==> src/rtl/fp_add_pkg.sv <==
// rtl/fp_add_pkg.sv - shared FP field helpers and tag type for the FP adder scheduler
package fp_add_pkg;

    localparam int FP_W     = 32;
    localparam int EXP_W    = 8;
    localparam int MAN_W    = 23;
    localparam int TAG_ID_W = 2;

    typedef logic [FP_W-1:0] fp_t;

    // One tag-pipeline stage: marks a live adder slot and who asked for it
    typedef struct packed {
        logic                valid;
        logic [TAG_ID_W-1:0] id;
    } tag_t;

    function automatic logic fp_sign(input fp_t x);
        return x[FP_W-1];
    endfunction

    function automatic logic [EXP_W-1:0] fp_exp(input fp_t x);
        return x[FP_W-2 -: EXP_W];
    endfunction

    function automatic logic [MAN_W-1:0] fp_man(input fp_t x);
        return x[MAN_W-1:0];
    endfunction

endpackage

==> src/rtl/rr_arbiter.sv <==
// rtl/rr_arbiter.sv - round-robin one-hot arbiter with next-pointer output
module rr_arbiter #(
    parameter int NUM_REQ = 4,
    parameter int PTR_W   = 2
) (
    input  logic [NUM_REQ-1:0] i_req,
    input  logic               i_en,
    input  logic [PTR_W-1:0]   i_ptr,
    output logic [NUM_REQ-1:0] o_grant,
    output logic [PTR_W-1:0]   o_next_ptr
);

    // Search ptr, ptr+1, ... and grant the first requester found
    always_comb begin
        logic [PTR_W-1:0] idx;
        logic             found;
        o_grant    = '0;
        o_next_ptr = i_ptr;
        idx        = '0;
        found      = 1'b0;
        for (int k = 0; k < NUM_REQ; k++) begin
            idx = PTR_W'((int'(i_ptr) + k) % NUM_REQ);
            if (i_en && !found && i_req[idx]) begin
                o_grant[idx] = 1'b1;
                o_next_ptr   = PTR_W'((int'(idx) + 1) % NUM_REQ);
                found        = 1'b1;
            end
        end
    end

endmodule

==> src/rtl/fp_add_scheduler.sv <==
// rtl/fp_add_scheduler.sv - credit-gated round-robin sharing of one pipelined FP adder
module fp_add_scheduler
    import fp_add_pkg::*;
#(
    parameter int NUM_REQ     = 4,
    parameter int ADD_LATENCY = 5,
    parameter int FIFO_DEPTH  = 8,
    parameter int ID_W        = 2
) (
    input  logic                    clk,
    input  logic                    reset,
    input  logic [NUM_REQ-1:0]      req_valid,
    output logic [NUM_REQ-1:0]      req_ready,
    input  logic [NUM_REQ*FP_W-1:0] req_a,
    input  logic [NUM_REQ*FP_W-1:0] req_b,
    output logic                    add_valid,
    output logic [FP_W-1:0]         add_a,
    output logic [FP_W-1:0]         add_b,
    input  logic [FP_W-1:0]         add_result,
    output logic                    rsp_valid,
    input  logic                    rsp_ready,
    output logic [ID_W-1:0]         rsp_id,
    output logic [FP_W-1:0]         rsp_data
);

    localparam int CNT_W = $clog2(FIFO_DEPTH + 1);
    localparam int AW    = $clog2(FIFO_DEPTH);

    logic [ID_W-1:0]    r_ptr;
    logic [ID_W-1:0]    w_next_ptr;
    logic [NUM_REQ-1:0] w_grant;
    logic               w_hs;
    logic               w_can_issue;
    int                 w_inflight;
    logic [ID_W-1:0]    w_gnt_id;
    fp_t                w_gnt_a;
    fp_t                w_gnt_b;
    fp_t                r_add_a;
    fp_t                r_add_b;

    // Stage 0 is the issue register (it drives add_valid); stage ADD_LATENCY meets add_result
    tag_t               r_tag [ADD_LATENCY+1];

    logic [ID_W-1:0]    r_fifo_id   [FIFO_DEPTH];
    fp_t                r_fifo_data [FIFO_DEPTH];
    logic [AW-1:0]      r_wr;
    logic [AW-1:0]      r_rd;
    logic [CNT_W-1:0]   r_count;
    logic               w_push;
    logic               w_pop;

    // Every live tag stage is a future FIFO entry, so it holds a credit
    always_comb begin
        w_inflight = 0;
        for (int i = 0; i <= ADD_LATENCY; i++) begin
            w_inflight = w_inflight + int'(r_tag[i].valid);
        end
        w_can_issue = (int'(r_count) + w_inflight) < FIFO_DEPTH;
    end

    rr_arbiter #(
        .NUM_REQ (NUM_REQ),
        .PTR_W   (ID_W)
    ) u_arb (
        .i_req      (req_valid),
        .i_en       (w_can_issue & reset),
        .i_ptr      (r_ptr),
        .o_grant    (w_grant),
        .o_next_ptr (w_next_ptr)
    );

    assign req_ready = w_grant;
    assign w_hs      = |w_grant;

    // Select the granted requester's ID and operands
    always_comb begin
        w_gnt_id = '0;
        w_gnt_a  = '0;
        w_gnt_b  = '0;
        for (int i = 0; i < NUM_REQ; i++) begin
            if (w_grant[i]) begin
                w_gnt_id = ID_W'(i);
                w_gnt_a  = req_a[FP_W*i +: FP_W];
                w_gnt_b  = req_b[FP_W*i +: FP_W];
            end
        end
    end

    // Rotate the pointer and register operands on each handshake; operands hold otherwise
    always_ff @(posedge clk) begin
        if (!reset) begin
            r_ptr   <= '0;
            r_add_a <= '0;
            r_add_b <= '0;
        end else if (w_hs) begin
            r_ptr   <= w_next_ptr;
            r_add_a <= {fp_sign(w_gnt_a), fp_exp(w_gnt_a), fp_man(w_gnt_a)};
            r_add_b <= {fp_sign(w_gnt_b), fp_exp(w_gnt_b), fp_man(w_gnt_b)};
        end
    end

    assign add_valid = r_tag[0].valid;
    assign add_a     = r_add_a;
    assign add_b     = r_add_b;

    // Tag shift register; clearing it on reset discards results still inside the adder
    always_ff @(posedge clk) begin
        if (!reset) begin
            for (int i = 0; i <= ADD_LATENCY; i++) begin
                r_tag[i] <= '0;
            end
        end else begin
            r_tag[0].valid <= w_hs;
            r_tag[0].id    <= TAG_ID_W'(w_gnt_id);
            for (int i = 1; i <= ADD_LATENCY; i++) begin
                r_tag[i] <= r_tag[i-1];
            end
        end
    end

    assign w_push = r_tag[ADD_LATENCY].valid;
    assign w_pop  = rsp_valid & rsp_ready;

    // FIFO storage write; contents need no reset because the count gates visibility
    always_ff @(posedge clk) begin
        if (w_push) begin
            r_fifo_id[r_wr]   <= ID_W'(r_tag[ADD_LATENCY].id);
            r_fifo_data[r_wr] <= add_result;
        end
    end

    // FIFO pointers and occupancy
    always_ff @(posedge clk) begin
        if (!reset) begin
            r_wr    <= '0;
            r_rd    <= '0;
            r_count <= '0;
        end else begin
            if (w_push) begin
                r_wr <= (r_wr == AW'(FIFO_DEPTH - 1)) ? '0 : r_wr + AW'(1);
            end
            if (w_pop) begin
                r_rd <= (r_rd == AW'(FIFO_DEPTH - 1)) ? '0 : r_rd + AW'(1);
            end
            case ({w_push, w_pop})
                2'b10:   r_count <= r_count + CNT_W'(1);
                2'b01:   r_count <= r_count - CNT_W'(1);
                default: r_count <= r_count;
            endcase
        end
    end

    assign rsp_valid = (r_count != '0);
    assign rsp_id    = rsp_valid ? r_fifo_id[r_rd]   : '0;
    assign rsp_data  = rsp_valid ? r_fifo_data[r_rd] : '0;

    // The credit rule must keep a non-popping push away from a full FIFO
    a_no_push_when_full: assert property (@(posedge clk) disable iff (!reset)
        !(w_push && !w_pop && (r_count == CNT_W'(FIFO_DEPTH))));

endmodule

==> config.mk <==
export PLATFORM = sky130hd
export DESIGN_NAME = fp_add_scheduler
export DESIGN_NICKNAME = d
export VERILOG_FILES = /design/src/rtl/fp_add_pkg.sv /design/src/rtl/rr_arbiter.sv /design/src/rtl/fp_add_scheduler.sv
export SDC_FILE = /design/constraint.sdc
export NUM_CORES = 1
export LEC_CHECK = 0
export CAP_MARGIN = 20
export CORE_ASPECT_RATIO = 0.8
export CORE_UTILIZATION = 40
export DETAILED_ROUTE_END_ITERATION = 8
export GPL_ROUTABILITY_DRIVEN = 0
export PLACE_DENSITY_LB_ADDON = 0.25
export SLEW_MARGIN = 10
export SYNTH_ARGS = -nofsm -noshare
export SYNTH_HDL_FRONTEND = slang
export SYNTH_SLANG_ARGS = --single-unit
==> constraint.sdc <==
create_clock -name clk -period 5.1 [get_ports clk]
set_input_delay 1.53 -clock clk [delete_from_list [all_inputs] [get_ports clk]]
set_output_delay 1.53 -clock clk [all_outputs]
set_load 0.1 [all_outputs]
## Word-level counts from Yosys, hierarchy flattened

Memories as Yosys holds them, arrays and structs flattened. A register that Yosys moved wholly into a read port is not among the register bits.
Index checks and enable logic that the tools add are counted.

| operators by class | value |
|---|---|
| add/subtract/negate cells | 16 |
| multiply operators | 0 |
| div/mod/pow operators | 0 |
| magnitude comparators | 9 |
| eq/ne operators | 4 |
| shifts and indexed selects | 0 |
| muxes and demuxes | 58 |
| bitwise logic cells | 12 |
| reduce and logical (&&, ||, !) cells | 19 |

Operators with widths:

| operator | count |
|---|---|
| 32-bit two-way mux | 9 |
| 3-bit two-way mux | 11 |
| 1-bit two-way mux | 17 |
| 2-bit two-way mux | 8 |
| 4-bit two-way mux | 4 |
| 2-bit by 3-bit less-than comparator with 1-bit output, second input constant | 4 |
| 4-bit OR | 3 |
| 1-bit logical AND | 11 |
| 2-bit by 1-bit adder with 2-bit output, second input constant | 4 |
| 1-bit binary-select mux with 2-bit select | 4 |
| 1-bit demux with 2-bit select | 4 |
| 2-bit by 1-bit greater-or-equal comparator with 1-bit output, second input constant | 4 |
| 4-bit one-hot mux with 2 select lines | 1 |
| 4-bit nonzero test | 2 |
| 4-bit by 6-bit adder with 7-bit output | 1 |
| 7-bit by 4-bit less-than comparator with 1-bit output, second input constant | 1 |
| 1-bit OR | 7 |
| 3-bit by 1-bit adder with 3-bit output, second input constant | 2 |
| 5-bit by 1-bit adder with 6-bit output | 1 |
| 3-bit equality test, second input constant | 2 |
| 4-bit by 1-bit adder with 5-bit output | 1 |
| 2-bit adder, second input constant | 2 |
| 3-bit by 1-bit adder with 4-bit output | 1 |
| 4-bit by 1-bit adder with 4-bit output, second input constant | 1 |
| 10 further kinds | 13 |

| word-level totals | value |
|---|---|
| flip-flop bits (word level) | 76 |
| latch bits | 0 |
| bits in writable memories | 290 |
| memory bits (read-only) | 0 |
| logic and storage cells | 127 |
| memories kept | 3 |

Memories:

| memory | words | bits a word | read ports | clocked after memory_dff | write ports | RTL line | source |
|---|---|---|---|---|---|---|---|
| r_fifo_data | 8 | 32 | 1 | 1 | 1 | fp_add_scheduler.sv:45 | `fp_t r_fifo_data [FIFO_DEPTH];` |
| r_tag | 6 | 3 | 6 | 0 | 6 | fp_add_scheduler.sv:42 | `tag_t r_tag [ADD_LATENCY+1];` |
| r_fifo_id | 8 | 2 | 1 | 1 | 1 | fp_add_scheduler.sv:44 | `logic [ID_W-1:0] r_fifo_id [FIFO_DEPTH];` |

## Depth between registers and ports, before layout

An unclocked memory read counts as a cell.

| depth | value |
|---|---|
| depth after elaboration | 27 |
| gate-level depth with buffers | 16 |

## By module

Synthesis repeated with hierarchy kept, for this count alone.

| unflattened totals | value |
|---|---|
| cell total of the unflattened synthesis | 1124 |
| area total of the unflattened synthesis | 15859.0 sq um |

Modules (own cells, without submodules):

| module | times used | cells each | area each (sq um) | sequential area each (sq um) |
|---|---|---|---|---|
| fp_add_scheduler | 1 | 1077 | 15432.3 | 10109.7 |
| rr_arbiter | 1 | 47 | 426.7 | 0.0 |

## Worst setup path after synthesis

OpenSTA, ideal clock, no wires.

| timing | value |
|---|---|
| path type | reg2out |
| start point | memory r_tag[0][2] (netlist name) |
| end point | output req_ready[2] |
| arrival | 3.523 ns |
| required time | 3.570 ns |
| setup slack | 0.047 ns |
| stages on the path, launching flop included | 13 |
| buffers on the path | 3 |
| path through | dfxtp_1 -> inv_1 -> fa_1 -> inv_1 -> ha_1 -> a211oi_1 -> o21a_1 -> and2_1 -> buf_4 -> a2bb2oi_2 -> inv_2 -> buf_2 -> buf_2 |

RTL lines:

| element | RTL line | source |
|---|---|---|
| start: declaration | fp_add_scheduler.sv:42 |  |
| end: declaration | fp_add_scheduler.sv:13 | `output logic [NUM_REQ-1:0] req_ready,` |

## Worst setup path after layout

| timing | value |
|---|---|
| start point | input req_valid[2] |
| end point | output req_ready[3] |

| between the ends | value |
|---|---|
| cells in the longest elaborated chain, start to end | 16 |
| elaborated cells between the ends (all ways) | 28 |

RTL lines:

| element | RTL line | source |
|---|---|---|
| start: declaration | fp_add_scheduler.sv:12 | `input logic [NUM_REQ-1:0] req_valid,` |
| 1-bit binary-select mux with 2-bit select | rr_arbiter.sv:23 | `if (i_en && !found && i_req[idx]) begin` |
| 1-bit two-way mux (implied by the code) | rr_arbiter.sv:23 |  |
| 1-bit logical AND | rr_arbiter.sv:23 |  |
| 1-bit two-way mux | rr_arbiter.sv:23 |  |
| 1-bit logical NOT | rr_arbiter.sv:23 |  |
| 1-bit logical AND (2 in series) | rr_arbiter.sv:23 |  |
| 1-bit two-way mux | rr_arbiter.sv:23 |  |
| 1-bit logical NOT | rr_arbiter.sv:23 |  |
| 1-bit logical AND (2 in series) | rr_arbiter.sv:23 |  |
| 1-bit two-way mux | rr_arbiter.sv:23 |  |
| 1-bit logical NOT | rr_arbiter.sv:23 |  |
| 1-bit logical AND (2 in series) | rr_arbiter.sv:23 |  |
| 4-bit two-way mux (*) | rr_arbiter.sv:23 |  |

Mark *: on every way between the ends. The rest lies on a longest branch, timed or not. The select of a mux whose other input is x is not followed.

==> results.md <==
* Die ar. at 0.0408 mm^2
* Hold path depth at 1
* Hold crit path type: flop to flop
* Transition at the pin with the smallest max-transition slack at 1.13 ns
* Kind of critical path: input pin to output port
* Syn_area_per_cell at 14.1 um^2
* DRC violation count after routing at 0
* Fraction of final layout cells sized beyond drive strength 1 at 0.182
* Area of placed instances at 0.0206 mm^2
* Detail-routed via count per cell at 5.33
* Global-route wire length before repair at 66.9 mm
* Clock tree root driver cell: sky130_fd_sc_hd__clkbuf_16
* Number of placed I/O pins at 399
* Syn nets at 1451
* Register area at 0.0101 mm^2
* Maxcap violations at 0
* Synth area leaders: sky130_fd_sc_hd__edfxtp_1 (51%), sky130_fd_sc_hd__dfxtp_1 (12%), sky130_fd_sc_hd__mux4_2 (10%)
* Final non-filler cell area at 0.0219 mm^2
* Average detailed-routed wire length per instance at 21.0 um
* Most common cell after layout, fill and taps aside: sky130_fd_sc_hd__clkdlybuf4s50_1
* RSZ-0062 raised after global routing: no
* #FFs+latches synth at 369
* Endpoint, Worst Hold: r_tag[5][1]$_SDFF_PN0_
* Clock tree from TritonCTS: yes
* Highest-delay cell along the critical path: sky130_fd_sc_hd__mux4_2
* Vias in the first global route at 11400
* Number of instances in the synthesized netlist at 1134
* Total clock buffers created by CTS at 38
* Fmax at 202 MHz
* Asr flop ratio synth at 0
* Nature of the critical path startpoint: input pin
* Clock slew seen by the registers of the worst setup and hold paths at 0.05 ns
* Number of cell rows at 65
* Total Routed Length at 44.0 mm
* Number of clock sinks seen by CTS at 369
* Leading cell types in the layout, fill and taps excluded: sky130_fd_sc_hd__clkdlybuf4s50_1 (356), sky130_fd_sc_hd__edfxtp_1 (272), sky130_fd_sc_hd__nor2_1 (164), sky130_fd_sc_hd__nand2_1 (138), sky130_fd_sc_hd__dfxtp_1 (94)
* Critical Path, Cell by Cell: dlygate4sd2_1 -> mux4_2 -> buf_4 -> nand3b_1 -> a221oi_2 -> buf_4 -> a21oi_4 -> inv_2 -> buf_12
* Total overflow reported by the global router at 0
* Layout Nets at 1847
* Kind of cell with the highest combined delay on the critical path: buffers and inverters
* Power density normalized to cell area at 577 mW/mm^2
* Filler-free cell count of the finished design at 2095
* Fin Setup TNS at 0 ns
* CTS H-tree lvls at 2
* Final slew viol count at 0
* Result of the run: complete, no violations
* Vertical die dimension at 181 um
* Number of distinct library cells after synthesis at 52
* CP endpoint kind: output port
* Minimum clock period at 4.95 ns
* Total area of multi-input combinational cells at 0.00552 mm^2
* Area of the mapped netlist at 0.0160 mm^2
* Worst Path Required at 3.57 ns
* Initial antenna violation count at 0
* Worst-case register-to-register setup slack at 0.90 ns
* Fillcell total at 3239
* Final HPWL DP at 28.8 mm
* Number of buffer and inverter stages on the critical path at 5
* Startpoint of the worst register-to-register path: r_count[0]$_SDFFE_PN0P_
* Largest clock skew in the final design at 0.0142 ns
* Initial DRC count at 732
* Area delta synth->final at 36.7%
* Period utilisation layout at 0.970
* Maximum net fanout on the critical path at 7
* Maximum number of pins on one net before global-route repair at 92
* Relative slew slack at 0.247
* Clock latency on the worst-skew pair at 0.52 ns
* Primary flip-flop cell chosen by synthesis mapping: sky130_fd_sc_hd__edfxtp_1
* Crit path arrival time at 3.42 ns
* Core area at 0.0394 mm^2
* Sequential area share after synthesis at 0.632
* Yosys top cell by area: sky130_fd_sc_hd__edfxtp_1
* Reg-to-reg endpoint: add_a[1]$_SDFFE_PN0P_
* Start point of the worst min-delay path: r_tag[4][1]$_SDFF_PN0_
* Cell Count Post-Placement at 2025
* Final count of hold timing violations at 0
* Global router's overall resource usage at 0.215
* Most frequent cell on the critical path: sky130_fd_sc_hd__buf_4
* Buffers from clock root to sink, at most at 3
* Final setup violation count at 0
* Yosys warning count at 0
* Largest voltage drop on the vdd net at 392 uV
* Ant. Diodes at 0
* Logic depth of the worst register-to-register path at 14
* Hold-fix buffers, CTS at 0
* CP max stage delay at 0.52 ns
* Starting density of the core at 0.406
* Die Wd at 226 um
* Count of nets left with antenna violations after detail routing at 0
* Buffers added on ports at 398
* Fraction of post-synthesis cell area in the top cell type by area at 0.511
* Via count at 11200
* Pre-antenna DRT Iters at 5
* Count of flip-flops with a built-in enable after synthesis at 272
* Leakage at 0.00760 uW
==> report_power, final <==
group / switching, uW / total (uW) / internal, uW
Sequential: 172 / 3740 / 3570
Clock: 1110 / 2670 / 1550
Combinational: 4090 / 6210 / 2130
Total: 5370 / 12600 / 7250
==> stage by stage <==
step	setup slack (ns)	util	hold WS [ns]	power [uW]
2_1_floorplan	0.0471	-	0.412	8370
3_3_place_gp	-0.0670	0.524	0.414	9930
3_5_place_dp	-0.122	0.524	0.420	10000
4_1_cts	-0.00312	0.554	0.435	12700
5_1_grt	0.0286	0.555	0.449	13200
6_report	0.153	0.555	0.430	12600
==> Yosys cell counts, types with 4 or more instances <==
library cell / instances
sky130_fd_sc_hd__mux2i_1: 38
sky130_fd_sc_hd__dfxtp_1: 97
sky130_fd_sc_hd__o221a_1: 21
sky130_fd_sc_hd__mux2_2: 4
sky130_fd_sc_hd__and2_1: 21
sky130_fd_sc_hd__o21ai_0: 9
sky130_fd_sc_hd__a221oi_1: 64
sky130_fd_sc_hd__nor2_1: 170
sky130_fd_sc_hd__mux4_2: 72
sky130_fd_sc_hd__a21oi_1: 8
sky130_fd_sc_hd__nand2_1: 138
sky130_fd_sc_hd__buf_1: 7
sky130_fd_sc_hd__edfxtp_1: 272
sky130_fd_sc_hd__clkbuf_1: 45
sky130_fd_sc_hd__nor2b_1: 6
sky130_fd_sc_hd__inv_1: 17
sky130_fd_sc_hd__ha_1: 19
sky130_fd_sc_hd__buf_2: 16
sky130_fd_sc_hd__buf_4: 14
sky130_fd_sc_hd__nand3_1: 5
sky130_fd_sc_hd__a21o_1: 5
sky130_fd_sc_hd__o221a_2: 42
==> worst max path at each step <==
stage                       startpoint      endpoint  slack (ns)  cells past startpoint
4_1_cts        r_count[0]$_SDFFE_PN0P_  req_ready[2]      -0.003                     11
2_1_floorplan   r_tag[0][2]$_SDFF_PN0_  req_ready[2]        0.05                     12
6_report                  req_valid[2]  req_ready[3]        0.15                      9
5_1_grt        r_count[0]$_SDFFE_PN0P_  req_ready[3]        0.03                     12
3_5_place_dp              req_valid[2]  req_ready[3]       -0.12                      9
3_3_place_gp              req_valid[2]  req_ready[3]       -0.07                      9
==> flip-flops by register name (all words and copies together), names as in the netlist, named ones only <==
register     cells
add_a           32
r_rd             3
r_tag           18
r_fifo_data    256
r_count          4
r_wr             3
r_fifo_id       16
r_ptr            2
add_b           32
==> logic make-up after synthesis <==
kind of cell             Yosys count  share of synthesized area
adder cells (fa/ha/maj)           22                     0.0186
AND/OR/NAND/NOR                  357                     0.0928
buffers and inverters            103                     0.0292
XOR/XNOR                           3                    0.00164
AO/OA/AOI/OAI                    166                     0.0978
multiplexers                     114                      0.128
flip-flops                       369                      0.632
==> cell type report <==
| type | instances | share of cell area |
|---|---|---|
| Timing Repair Buffer | 439 | 0.196 |
| Inverter | 20 | 0.00343 |
| Clock buffer | 51 | 0.0481 |
| Clock inverter | 18 | 0.00664 |
| Tap cell | 536 | 0.0307 |
| Sequential cell | 369 | 0.463 |
| Multi-Input combinational cell | 662 | 0.252 |
==> worst reg2reg max path, cell delays in order, from the launching register on <==
cell	delay, ns
sky130_fd_sc_hd__dfxtp_1	0.38
sky130_fd_sc_hd__fa_1	0.56
sky130_fd_sc_hd__inv_1	0.05
sky130_fd_sc_hd__fa_1	0.47
sky130_fd_sc_hd__inv_1	0.04
sky130_fd_sc_hd__ha_1	0.28
sky130_fd_sc_hd__a211oi_2	0.07
sky130_fd_sc_hd__o21a_2	0.24
sky130_fd_sc_hd__and2_4	0.18
sky130_fd_sc_hd__a21o_2	0.25
sky130_fd_sc_hd__buf_4	0.27
sky130_fd_sc_hd__buf_4	0.32
sky130_fd_sc_hd__a221oi_1	0.65
sky130_fd_sc_hd__nor2_1	0.11
sky130_fd_sc_hd__o221a_2	0.24
==> per-layer routing <==
metal / part of all wire / vias up / routed length [um] / track usage
li1: - / 5155 / - / -
met1: 0.43 / 5564 / 18800 / 0.280
met2: 0.48 / 378 / 21300 / 0.358
met3: 0.059 / 79 / 2580 / 0.0459
met4: 0.029 / 0 / 1260 / 0.0697
met5: 0 / - / 0 / 0
==> repair_timing <==
action                                  in CTS  in global routing
resized for setup                            6                  6
cloned                                       0                  0
endpoints found under the setup margin       3                  4
buffers inserted                             1                  0
pin swaps                                    1                  3
endpoints found under the hold margin        0                  0
Power figures use the tool's default switching activity.
